<file path="config.mk">
export PLATFORM = sky130hd
export DESIGN_NAME = writeback_queue
export DESIGN_NICKNAME = d
export VERILOG_FILES = /design/src/rtl/writeback_queue.sv
export SDC_FILE = /design/constraint.sdc
export NUM_CORES = 1
export LEC_CHECK = 0
export ABC_AREA = 1
export CAP_MARGIN = 20
export CORE_MARGIN = 2
export CORE_UTILIZATION = 40
export DETAILED_ROUTE_END_ITERATION = 10
export SETUP_SLACK_MARGIN = 0.1
export SLEW_MARGIN = 0
export SYNTH_ARGS = -nofsm -noshare
export SYNTH_HDL_FRONTEND = slang
export SYNTH_SLANG_ARGS = --single-unit
</file>
<file path="constraint.sdc">
create_clock -name _CLK -period 2.95 [get_ports _CLK]
set_input_delay 0.59 -clock _CLK [delete_from_list [all_inputs] [get_ports _CLK]]
set_output_delay 0.59 -clock _CLK [all_outputs]
set_load 0.02 [all_outputs]
</file>
<file path="src/rtl/writeback_queue.sv">
// Writeback queue: a circular FIFO of pending register-file writes.
// It drains one entry per free write-port cycle and forwards the youngest pending value on lookup.
package wbq_pkg;
    localparam int REG_WIDTH  = 5;
    localparam int DATA_WIDTH = 32;
endpackage

module writeback_queue
    import wbq_pkg::*;
#(
    parameter int DEPTH = 4
) (
    input  logic                    _CLK,
    input  logic                    _RESET,
    input  logic                    _wbValid,
    input  logic [REG_WIDTH-1:0]    _wbDest,
    input  logic [DATA_WIDTH-1:0]   _wbVal,
    output logic                    wbReady,
    input  logic                    _portBusy,
    output logic                    regWrite,
    output logic [REG_WIDTH-1:0]    regDest,
    output logic [DATA_WIDTH-1:0]   writeVal,
    input  logic [REG_WIDTH-1:0]    _lookupReg,
    output logic                    lookupHit,
    output logic [DATA_WIDTH-1:0]   lookupVal,
    output logic [$clog2(DEPTH):0]  count
);
    localparam int PW = $clog2(DEPTH);
    localparam int CW = PW + 1;

    logic [REG_WIDTH-1:0]  r_dest [DEPTH];
    logic [DATA_WIDTH-1:0] r_val  [DEPTH];
    logic [PW-1:0]         r_head;
    logic [PW-1:0]         r_tail;
    logic [CW-1:0]         r_count;

    logic                  w_empty;
    logic                  w_push;
    logic                  w_pop;
    logic                  w_hit;
    logic [DATA_WIDTH-1:0] w_hitVal;

    // Ready depends only on occupancy, never on a same-cycle drain.
    assign w_empty  = (r_count == '0);
    assign wbReady  = (r_count < CW'(DEPTH));
    assign w_push   = _wbValid && wbReady;
    assign regWrite = !w_empty && !_portBusy;
    assign w_pop    = regWrite;
    assign regDest  = w_empty ? '0 : r_dest[r_head];
    assign writeVal = w_empty ? '0 : r_val[r_head];
    assign count    = r_count;
    assign lookupHit = w_hit;
    assign lookupVal = w_hitVal;

    // Pointers and occupancy; reset discards everything pending.
    always_ff @(posedge _CLK or posedge _RESET) begin
        if (_RESET) begin
            r_head  <= '0;
            r_tail  <= '0;
            r_count <= '0;
        end else begin
            if (w_push) begin
                r_tail <= r_tail + PW'(1);
            end
            if (w_pop) begin
                r_head <= r_head + PW'(1);
            end
            unique case ({w_push, w_pop})
                2'b10:   r_count <= r_count + CW'(1);
                2'b01:   r_count <= r_count - CW'(1);
                default: r_count <= r_count;
            endcase
        end
    end

    // Entry storage needs no reset; occupancy decides which slots are live.
    always_ff @(posedge _CLK) begin
        if (w_push) begin
            r_dest[r_tail] <= _wbDest;
            r_val[r_tail]  <= _wbVal;
        end
    end

    // Scan oldest to youngest so the youngest live match wins.
    always_comb begin
        w_hit    = 1'b0;
        w_hitVal = '0;
        for (int i = 0; i < DEPTH; i++) begin
            logic [PW-1:0] idx;
            idx = r_head + PW'(i);
            if ((CW'(i) < r_count) && (r_dest[idx] == _lookupReg)) begin
                w_hit    = 1'b1;
                w_hitVal = r_val[idx];
            end
        end
    end
endmodule
</file>
==> summary.txt, run 1 <==
Job
  – Max_cap viols: 0

Critical path
  – Critical path's largest stage delay: roughly 570 ps
  – CP arrival: roughly 2800 ps
  – R2r setup slk: approximately 660 ps
  – Crit-path max FO: 11
  – Setup crit start kind: register
  – Cell mode on critical path: nand2_2
  – CP delay by family, top: simple AND/OR/NAND/NOR gates
  – Buf+Inv Stages, Crit Path: 5
  – CP Cell Sequence: buf_6 > buf_16 > nand2_4 > nand2_2 > nand2_2 > nand2_2 > nand2_1 > nand2_1 > nor2_2 > nand3_4 > clkbuf_16 > clkbuf_16 > nor2_1 > nor2_1 > nand2_1 > nand2_2 > buf_6
  – CP required: roughly 2400 ps
  – Crit. End Element: output port
  – Kind of critical path: reg2out
  – Worst path slowest cell: dfrtp_4

Routing
  – Top routing layer in use: met4
  – Vias post-DR: 10600
  – Routed length on met3: 2870 um
  – Wl on met1: 15100 um
  – Met2 wire len: ~17000 um
  – Routed Antenna Nets: 0
  – DRC marker count from the first detailed-route iteration: around 1100
  – Via-per-instance ratio: roughly 5.3
  – First drt pass iteration count: 5
  – DRC viols: 0
  – Post-DR wirelength/cell: 17.7 um
  – Drt total wl: 35500 um

STA
  – Slew @ Worst Pin: ~540 ps
  – Slew HR: 63.6%
  – Setup TNS: -12220 ps
  – Final Hold Fails: 0
  – Final Max Slew Viols: 0
  – Setup violators final: 33
  – Fmax: 296 MHz
  – Worst Skew: 11.7 ps
  – Min Tclk post-route: between 3000 and 4000 ps
  – Tcrit/Tclk final: 115%
  – RSZ-0062 raised after global routing: true
  – Final WS setup: -432 ps

Global route
  – GRT Util Overall: 22.6%
  – Initial antenna violation count: 1
  – Vias in the first global route: ~9000
  – Largest net degree at the start of global routing: 86
  – First-pass GRT wire length: 46700 um
  – GRT overflow: 0

Final layout
  – Area grow syn2layout: 41.9%
  – Fill count: approximately 2300
  – Final core occ: about 58%
  – Commonest non-fill, non-tap cells in the layout: nand2_1 (552), edfxtp_1 (148), nor2_1 (133)
  – Finished layout cell area: approximately 14000 um^2
  – Final nets: approximately 1700
  – Commonest non-fill, non-tap cell in the layout: nand2_1
  – Layout cells sized above 1: 24.4%

Synth
  – Sequential fraction of the synthesis area: roughly 45%
  – Async S/R FF share, synth: under 10%
  – Synth Area in XOR/XNOR: less than 1%
  – Post-Syn Area: a little over 10000 um^2
  – Synth Flop Type: edfxtp_1
  – Largest family of logic cells by synthesized area: simple AND/OR/NAND/NOR gates
  – Post-synth EDFFs: 148
  – Post-synth top area cell: edfxtp_1
  – Multiplexer share of the synthesized area: 0%
  – Yosys top cell area share: around 44%
  – Synth Register Bits: approximately 160
  – Post-Synth Adder-Cell Area: under 10%
  – Yosys warns: 0
  – Syn Nets: about 1500
  – Compound-Gate Fraction of Synth Area: between 10% and 20%
  – Top cells by area, synth: edfxtp_1 (44%), nand2_1 (23%), o21ai_0 (8.6%)
  – Count of different cell masters after synthesis: 28
  – Synth Area in Simple Gates: 34.3%
  – Synthesized area per cell: about 7.0 um^2
  – Post-Syn Instances: about 1500

Clock network
  – Clk_lat worst skew: 430 ps
  – TritonCTS clock tree: done
  – CTS Buf Count: 17
  – CTS sink cnt: 155
  – Clock transition at the registers of the reported paths: about 70 ps
  – Post-CTS Hold Fix Bufs: 0
  – Root buf cell: clkbuf_16
  – Maximum buffer depth of the clock tree: 2
  – CTS H-Tree Depth: 4

Placement
  – Placed inst area: between 10000 and 15000 um^2
  – Port Buf Inserts: 120
  – GP Congestion: about 0.82
  – Post-DP HPWL: 18600 um

Pwr
  – Clk pwr share: between 10% and 20%
  – Pwr/cell area: about 1200 nW/um^2
  – P_sw: between 8000 and 9000 uW
  – Logic pwr share: 70.4%
  – Sequential Power Share: between 10% and 20%
  – Leakage power: roughly 0.0066 uW
  – Sw frac: 49.0%
  – Max VDD drop: ~580 uV
  – Int Pwr: between 8000 and 9000 uW

Floorplan
  – DIE HEIGHT: ~160 um
  – Core area: about 25000 um^2
  – Die Area: between 20000 and 30000 um^2
  – I/O pin total: approximately 120
  – Site row count: slightly below 60
  – Die X: 164 um
  – Initial Util: around 41%

Worst hold path
  – Worst Hold Class: in2async

Outcome
  – Violated checks: setup timing
  – Outcome: finished, violations left
[worst paths after layout]
path / from / end / depth (start not counted)
max: r_head[0]$_DFFE_PP0P_ / lookupVal[2] / 17
min: _RESET / count[2]$_DFFE_PP0P_ / 2
max reg2reg: count[0]$_DFFE_PP0P_ / count[2]$_DFFE_PP0P_ / 13
min reg2reg: count[2]$_DFFE_PP0P_ / count[2]$_DFFE_PP0P_ / 3
max in group asynchronous: _RESET / r_head[0]$_DFFE_PP0P_ / 2
min in group _CLK: count[2]$_DFFE_PP0P_ / count[2]$_DFFE_PP0P_ / 3
[registers in the layout, summed over array words and instances (netlist names)]
| signal | cells |
|---|---|
| r_val | 128 |
| r_head | 2 |
| count | 3 |
| r_dest | 20 |
| r_tail | 2 |
[metrics by stage]
| stage | cells | worst slack (ps) | hold WS, ps | power (uW) |
|---|---|---|---|---|
| 4_1_cts | 1963 | -291 | 396 | 15800 |
| 5_1_grt | 2003 | -512 | 418 | 18600 |
| 3_3_place_gp | 1910 | -510 | 575 | 12900 |
| 6_report | 2004 | -432 | 391 | 17500 |
| 2_1_floorplan | 1455 | 65.5 | 393 | 8950 |
| 3_5_place_dp | 1910 | -510 | 585 | 13000 |
[Yosys cell counts (5+ instances only)]
cell type,n
nand2_1,621
o21ai_0,176
edfxtp_1,148
nor2_1,148
inv_1,89
nand3_1,68
clkbuf_1,41
nand4_1,33
buf_2,31
o21ai_1,29
buf_1,13
ha_1,9
xor2_1,9
buf_4,7
dfrtp_1,7
buf_6,5
[logic make-up after synthesis]
| kind of cell | Yosys count |
|---|---|
| DFF | 155 |
| adders and majority gates | 9 |
| buffers and inverters | 190 |
| xor gates and xnor gates | 11 |
| and+or+nand+nor | 879 |
| AOI/OAI and AO/OA | 211 |
[per-layer routing]
layer  track usage, %  up-vias
li1                 -     5146
met1             30.9     4923
met2             37.3      446
met3             3.01       58
met4             6.90        0
met5                0        -
[power groups by stage]
stage	sequential [uW]	clock [uW]	combinational, uW
2_1_floorplan	3000	0	5950
3_3_place_gp	2980	0	9950
3_5_place_dp	2990	0	10000
4_1_cts	2970	2190	10700
5_1_grt	3030	2300	13300
6_report	3000	2180	12300
[final cells by class]
class / instances / area, um^2 / share of cell area [%]
multi-input combinational: 1112 / 5460 / 37.7
sequential: 155 / 4620 / 31.9
timing repair buffer: 281 / 3040 / 21.0
clock buffer: 19 / 433 / 2.99
tap: 330 / 413 / 2.85
inverter: 93 / 367 / 2.53
clock inverter: 13 / 141 / 0.976
antenna: 1 / 2.50 / 0.0173
[repair_timing]
| action | 4_1_cts | 5_1_grt |
|---|---|---|
| setup endpoints to repair | 71 | 65 |
| pin swaps | 13 | 28 |
| gates cloned | 5 | 26 |
| setup buffers | 16 | 15 |
| resized for setup | 330 | 242 |
Note: power is estimated with default switching activity, not from simulation.
==> run 2, diff against run 1 <==
CELL_PAD_IN_SITES_DETAIL_PLACEMENT = 1   (was default)
CELL_PAD_IN_SITES_GLOBAL_PLACEMENT = 2   (was default)
CORE_UTILIZATION = 32   (was 40)
PLACE_DENSITY_LB_ADDON = 0.1   (was default)
==> summary.txt, run 2 (same netlist as run 1, synthesis figures left out) <==
Final layout
  – Layout cells sized above 1: 17.7% (-6.7 points)
  – Register area: 4620 um^2 (unchanged)
  – Commonest non-fill, non-tap cells in the layout: nand2_1 (601), o21ai_0 (152), edfxtp_1 (148)
  – Max FFs per register: 128 (unchanged)
  – Reg with most FFs: r_val
  – Area of the multi-input gates: 5000 um^2 (-8.5%)
  – Commonest non-fill, non-tap cell in the layout: nand2_1
  – Area grow syn2layout: 34.6%
  – Fill count: 3906 (+73%)
  – Final nets: 1695 (-1.2%)
  – Final non-filler cell total: 2056 (+2.6%)

Clock network
  – Clock transition at the registers of the reported paths: 70 ps (about the same)
  – TritonCTS clock tree: done
  – CTS H-Tree Depth: 4 (unchanged)
  – Maximum buffer depth of the clock tree: 2 (unchanged)
  – CTS sink cnt: 155 (unchanged)
  – Root buf cell: clkbuf_16
  – Clk_lat worst skew: 430 ps (about the same)
  – CTS Buf Count: 17 (unchanged)

STA
  – Fin Hold WS: 391 ps (-0.310 ps)
  – Final Max Slew Viols: 0 (unchanged)
  – Final Hold Fails: 0 (unchanged)
  – Fmax: 291 MHz (-1.5%)
  – Tcrit/Tclk final: 116% (+1.8 points)
  – Slew @ Worst Pin: 551 ps (+7.32 ps)
  – Slew HR: 63.1% (-0.49 points)
  – Worst Skew: 11.4 ps (-0.287 ps)
  – Setup violators final: 43 (+30%)
  – RSZ-0062 raised after global routing: true
  – Min Tclk post-route: 3430 ps (+52.3 ps)
  – Final WS setup: -485 ps (-52.3 ps)

Routing
  – DRC viols: 0 (unchanged)
  – First drt pass iteration count: 5 (unchanged)
  – Via-per-instance ratio: 4.98 (-5.7%)
  – Drt total wl: 37200 um (+4.8%)
  – Routed Antenna Nets: 0 (unchanged)
  – DRC marker count from the first detailed-route iteration: 436 (-60%)
  – Post-DR wirelength/cell: 18.1 um (+2.1%)
  – Vias post-DR: 10200 (-3.2%)

Critical path
  – R2R Path Start: count[1]$_DFFE_PP0P_
  – Critical Path Sink: writeVal[0]
  – Setup crit start kind: register
  – CP arrival: 2840 ps (+50 ps)
  – CP required: 2360 ps (about the same)
  – Capture point of the worst reg-to-reg path: count[2]$_DFFE_PP0P_
  – Crit-path max FO: 43 (+32)
  – Worst setup startpoint: r_head[0]$_DFFE_PP0P_
  – R2r setup slk: 400 ps (-260 ps)
  – Register-to-Register Path Depth: 13 (unchanged)
  – Kind of critical path: reg2out
  – Crit. End Element: output port

Floorplan
  – Initial Util: 32.4% (-8.2 points)
  – Site row count: 65 (+12%)
  – Core area: 31500 um^2 (+25%)
  – I/O pin total: 121 (unchanged)
  – DIE HEIGHT: 183 um (+12%)
  – Die Area: 33300 um^2 (+24%)
  – Die X: 183 um (+12%)

Pwr
  – Logic pwr share: 68.5% (-1.9 points)
  – Max VDD drop: 582 uV (-0.14%)
  – Leakage power: 0.00620 uW (-5.9%)
  – Sequential Power Share: 17.8% (+0.6 points)
  – Clk pwr share: 13.7% (+1.2 points)
  – Pwr/cell area: 1210 nW/um^2 (+0.64%)
  – Sw frac: 48.9% (-0.079 points)
  – Int Pwr: 8520 uW (-4.4%)
  – Overall Power: 16700 uW (-4.5%)
  – P_sw: 8160 uW (-4.7%)

Global route
  – GRT Util Overall: 21.9% (-0.67 points)
  – GRT overflow: 0 (unchanged)
  – Largest net degree at the start of global routing: 106 (+23%)
  – Vias in the first global route: 10200 (+13%)
  – First-pass GRT wire length: 56000 um (+20%)
  – Initial antenna violation count: 0 (-1)

Outcome
  – Violated checks: setup timing
  – Outcome: finished, violations left

Placement
  – Placed Cells: 2003 (+4.9%)
  – Port Buf Inserts: 120 (unchanged)
  – GP Congestion: 0.800 (-1.8%)
  – Post-DP HPWL: 23200 um (+24%)

Worst hold path
  – Worst Hold Class: in2async

Job
  – Max_cap viols: 0 (unchanged)
[run 2: power by group through the flow]
stage	registers, uW	logic (uW)	clock network, uW
2_1_floorplan	3000	5950	0
3_3_place_gp	2990	10600	0
3_5_place_dp	3000	10700	0
4_1_cts	2960	11000	2330
5_1_grt	3010	12600	2420
6_report	2970	11400	2280
[run 2: area by class of cell]
type	instances	share of cell area, %
clock inverters	15	1.27
clock buffers	17	3.10
flip-flops and latches	155	33.7
diodes	1	0.0182
well taps	402	3.66
inverters	93	2.60
multi-input cells	1110	36.4
repair buffers	263	19.3
[run 2: worst min path at each step]
stage / start / end / slack [ps] / cells past startpoint
3_5_place_dp: count[2]$_DFFE_PP0P_ / count[2]$_DFFE_PP0P_ / 580 / 3
2_1_floorplan: _RESET / count[0]$_DFFE_PP0P_ / 390 / 1
3_3_place_gp: count[2]$_DFFE_PP0P_ / count[2]$_DFFE_PP0P_ / 580 / 3
6_report: _RESET / count[2]$_DFFE_PP0P_ / 390 / 2
5_1_grt: _RESET / count[2]$_DFFE_PP0P_ / 410 / 2
4_1_cts: _RESET / count[2]$_DFFE_PP0P_ / 380 / 2
[run 2: per-layer routing]
| layer | track usage (%) | wire (um) | vias up |
|---|---|---|---|
| met3 | 2.79 | 1100 | 27 |
| li1 | - | - | 5083 |
| met4 | 5.13 | 431 | 0 |
| met5 | 0 | 0 | - |
| met1 | 28.9 | 17200 | 4944 |
| met2 | 38.2 | 18400 | 177 |
[run 2: repair_timing]
item / in CTS / in global routing
gates resized for setup: 259 / 99
buffers inserted: 4 / 8
pin swaps: 4 / 10
setup endpoints to repair: 71 / 71
cloned: 3 / 5
hold buffers: 0 / 0
[run 2: through the flow]
step / setup slack, ps / util [%] / instance area [um^2] / TNS, ps
floorplan: 65.5 / - / 10200 / 0
global placement: -556 / 40.2 / 12700 / -18930
detailed placement: -560 / 40.2 / 12700 / -19850
CTS: -478 / 42.7 / 13400 / -17580
global route: -667 / 43.6 / 13700 / -23260
finish: -485 / 43.6 / 13700 / -15510
[run 2: worst max-delay path, cell delays in order, from the launching register on]
cell and delay [ps]:
dfrtp_4 540, buf_12 180, buf_16 200, nand2_1 90, o21ai_0 110, nand2_1 80
o21ai_0 120, buf_4 160, nor2_1 240, clkdlybuf4s50_1 670
==> run 3, diff against run 2 <==
CORE_ASPECT_RATIO = 0.9   (was default)
==> summary.txt, run 3 (same netlist as run 1, synthesis figures left out) <==
Outcome
  – Violated checks: setup timing
  – Outcome: finished, violations left

Clock network
  – CTS sink cnt: 155 (unchanged)
  – Root buf cell: clkbuf_16
  – Post-CTS Hold Fix Bufs: 0 (unchanged)
  – Clock transition at the registers of the reported paths: 70 ps (about the same)
  – Maximum buffer depth of the clock tree: 2 (unchanged)
  – CTS Buf Count: 17 (unchanged)
  – Clk_lat worst skew: 440 ps (about the same)
  – CTS H-Tree Depth: 4 (unchanged)
  – TritonCTS clock tree: done

Floorplan
  – Core area: 31700 um^2 (+0.56%)
  – DIE HEIGHT: 173 um (-5.0%)
  – Initial Util: 32.3% (-0.18 points)
  – Site row count: 62 (-4.6%)
  – I/O pin total: 121 (unchanged)
  – Die X: 192 um (+5.3%)
  – Die Area: 33300 um^2 (about the same)

Critical path
  – R2r setup slk: 650 ps (+250 ps)
  – Setup crit start kind: register
  – Crit. End Element: output port
  – Register-to-Register Path Depth: 12 (-1)
  – CP required: 2360 ps (about the same)
  – Critical Path Sink: lookupVal[21]
  – CP arrival: 2830 ps (about the same)
  – Capture point of the worst reg-to-reg path: count[2]$_DFFE_PP0P_
  – Crit-path max FO: 10 (-77%)
  – R2R Path Start: count[1]$_DFFE_PP0P_
  – Worst setup startpoint: r_head[0]$_DFFE_PP0P_
  – Kind of critical path: reg2out

STA
  – Final Max Slew Viols: 0 (unchanged)
  – RSZ-0062 raised after global routing: true
  – Slew @ Worst Pin: 596 ps (+44.6 ps)
  – Final Hold Fails: 0 (unchanged)
  – Worst Skew: 14.6 ps (+3.24 ps)
  – Final WS setup: -468 ps (+16.2 ps)
  – Slew HR: 60.3% (-2.9 points)
  – Fmax: 293 MHz (+0.47%)
  – Setup violators final: 33 (-23%)
  – Min Tclk post-route: 3420 ps (-16.2 ps)
  – Tcrit/Tclk final: 116% (-0.55 points)

Final layout
  – Layout cells sized above 1: 21.6% (+3.8 points)
  – Final nets: 1717 (+1.3%)
  – Commonest non-fill, non-tap cells in the layout: nand2_1 (595), edfxtp_1 (148), o21ai_0 (135)
  – Final core occ: 45.0% (+1.3 points)
  – Antenna diodes: 0 (-1)
  – Final non-filler cell total: 2091 (+1.7%)
  – Max FFs per register: 128 (unchanged)
  – Reg with most FFs: r_val
  – Area grow syn2layout: 39.4%
  – Commonest non-fill, non-tap cell in the layout: nand2_1

Job
  – Max_cap viols: 0 (unchanged)

Routing
  – Drt total wl: 39900 um (+7.5%)
  – Routed length on met3: 1220 um (+11%)
  – Vias post-DR: 10300 (+1.1%)
  – Wl on met1: 18700 um (+8.3%)
  – First drt pass iteration count: 5 (unchanged)
  – Met2 wire len: 19600 um (+6.7%)
  – Post-DR wirelength/cell: 19.1 um (+5.7%)
  – Routed Antenna Nets: 0 (unchanged)
  – Top routing layer in use: met4
  – DRC viols: 0 (unchanged)
  – Via-per-instance ratio: 4.95 (-0.59%)
  – DRC marker count from the first detailed-route iteration: 513 (+18%)

Global route
  – Largest net degree at the start of global routing: 110 (+3.8%)
  – Vias in the first global route: 10200 (-0.56%)
  – GRT overflow: 0 (unchanged)
  – First-pass GRT wire length: 55100 um (-1.5%)
  – Initial antenna violation count: 0 (unchanged)
  – GRT Util Overall: 21.4% (-0.47 points)

Placement
  – Post-DP HPWL: 22500 um (-2.7%)
  – GP Congestion: 0.787 (-1.7%)
  – Port Buf Inserts: 120 (unchanged)
  – Placed Cells: 2011 (+0.40%)
  – Pre-CTS WS: -544 ps (+15.9 ps)

Worst hold path
  – Worst Hold Class: in2async

Pwr
  – Leakage power: 0.00650 uW (+4.8%)
  – Max VDD drop: 517 uV (-11%)
  – Pwr/cell area: 1230 nW/um^2 (+1.0%)
-- run 3: cell count changes in the layout (fill, tap and decap cells not counted), moves of 7 or more --
| cell | previous run | this run |
|---|---|---|
| clkdlybuf4s50_1 | 58 | 49 |
| nor2_1 | 133 | 119 |
| o21ai_0 | 152 | 135 |
| clkbuf_16 | 22 | 30 |
| buf_2 | 13 | 28 |
| clkdlybuf4s15_2 | 12 | 2 |
| o21ai_2 | 8 | 21 |
| buf_12 | 18 | 25 |
| nor2_2 | 9 | 21 |
-- run 3: worst min path at each step --
stage,slack [ps],endpoint,from,cells after the start
after floorplan,390,count[0]$_DFFE_PP0P_,_RESET,1
after global placement,580,count[1]$_DFFE_PP0P_,count[1]$_DFFE_PP0P_,3
after detailed placement,590,count[2]$_DFFE_PP0P_,count[2]$_DFFE_PP0P_,3
after CTS,390,count[2]$_DFFE_PP0P_,_RESET,2
after global routing,430,count[2]$_DFFE_PP0P_,_RESET,2
final,400,r_tail[0]$_DFFE_PP0P_,_RESET,2
-- run 3: layout make-up --
type | instances | area, um^2
multi-input cells | 1111 | 5180
fillers | 3883 | 17400
repair buffers | 284 | 2920
clock inverters | 12 | 173
flip-flops and latches | 155 | 4620
well taps | 416 | 520
inverters | 93 | 364
clock buffers | 20 | 447
-- run 3: through the flow --
step	hold slack (ps)	area (um^2)	TNS, ps	total power (uW)
detailed placement	587	12600	-17400	13700
global route	427	14200	-18500	18800
global placement	582	12600	-16480	13500
finish	400	14200	-14010	17500
floorplan	393	10200	0	8950
CTS	393	13300	-17210	16100
-- run 3: worst max-delay path, cell delays in order, from the launching register on --
cell	delay, ps
dfrtp_4	540
inv_8	110
buf_12	140
nand2_1	80
buf_4	140
nand3_1	80
nand2_2	90
xor2_2	160
nor2_2	150
nand3_4	90
buf_12	170
buf_12	150
nor2_2	80
nor2_1	50
nand2_1	80
nand2_2	90
buf_4	170
-- run 3: power by group --
group	switching, uW	total [uW]	leakage (uW)	internal [uW]
clock	948	2380	0.000300	1440
sequential	176	2980	0.00143	2800
combinational	7430	12100	0.00477	4660
total	8560	17500	0.00650	8900
-- run 3: per-layer routing --
metal | track usage [%] | vias to the layer above
met2 | 36.3 | 179
met5 | 0 | -
met1 | 29.4 | 5003
met4 | 3.82 | 0
li1 | - | 5132
met3 | 2.94 | 30
-- run 3: what timing repair did --
action                                  4_1_cts  5_1_grt
cloned                                        2       20
buffers inserted                              9       17
endpoints found under the setup margin       71       71
resized for setup                           229      221
pin swaps                                     4       13
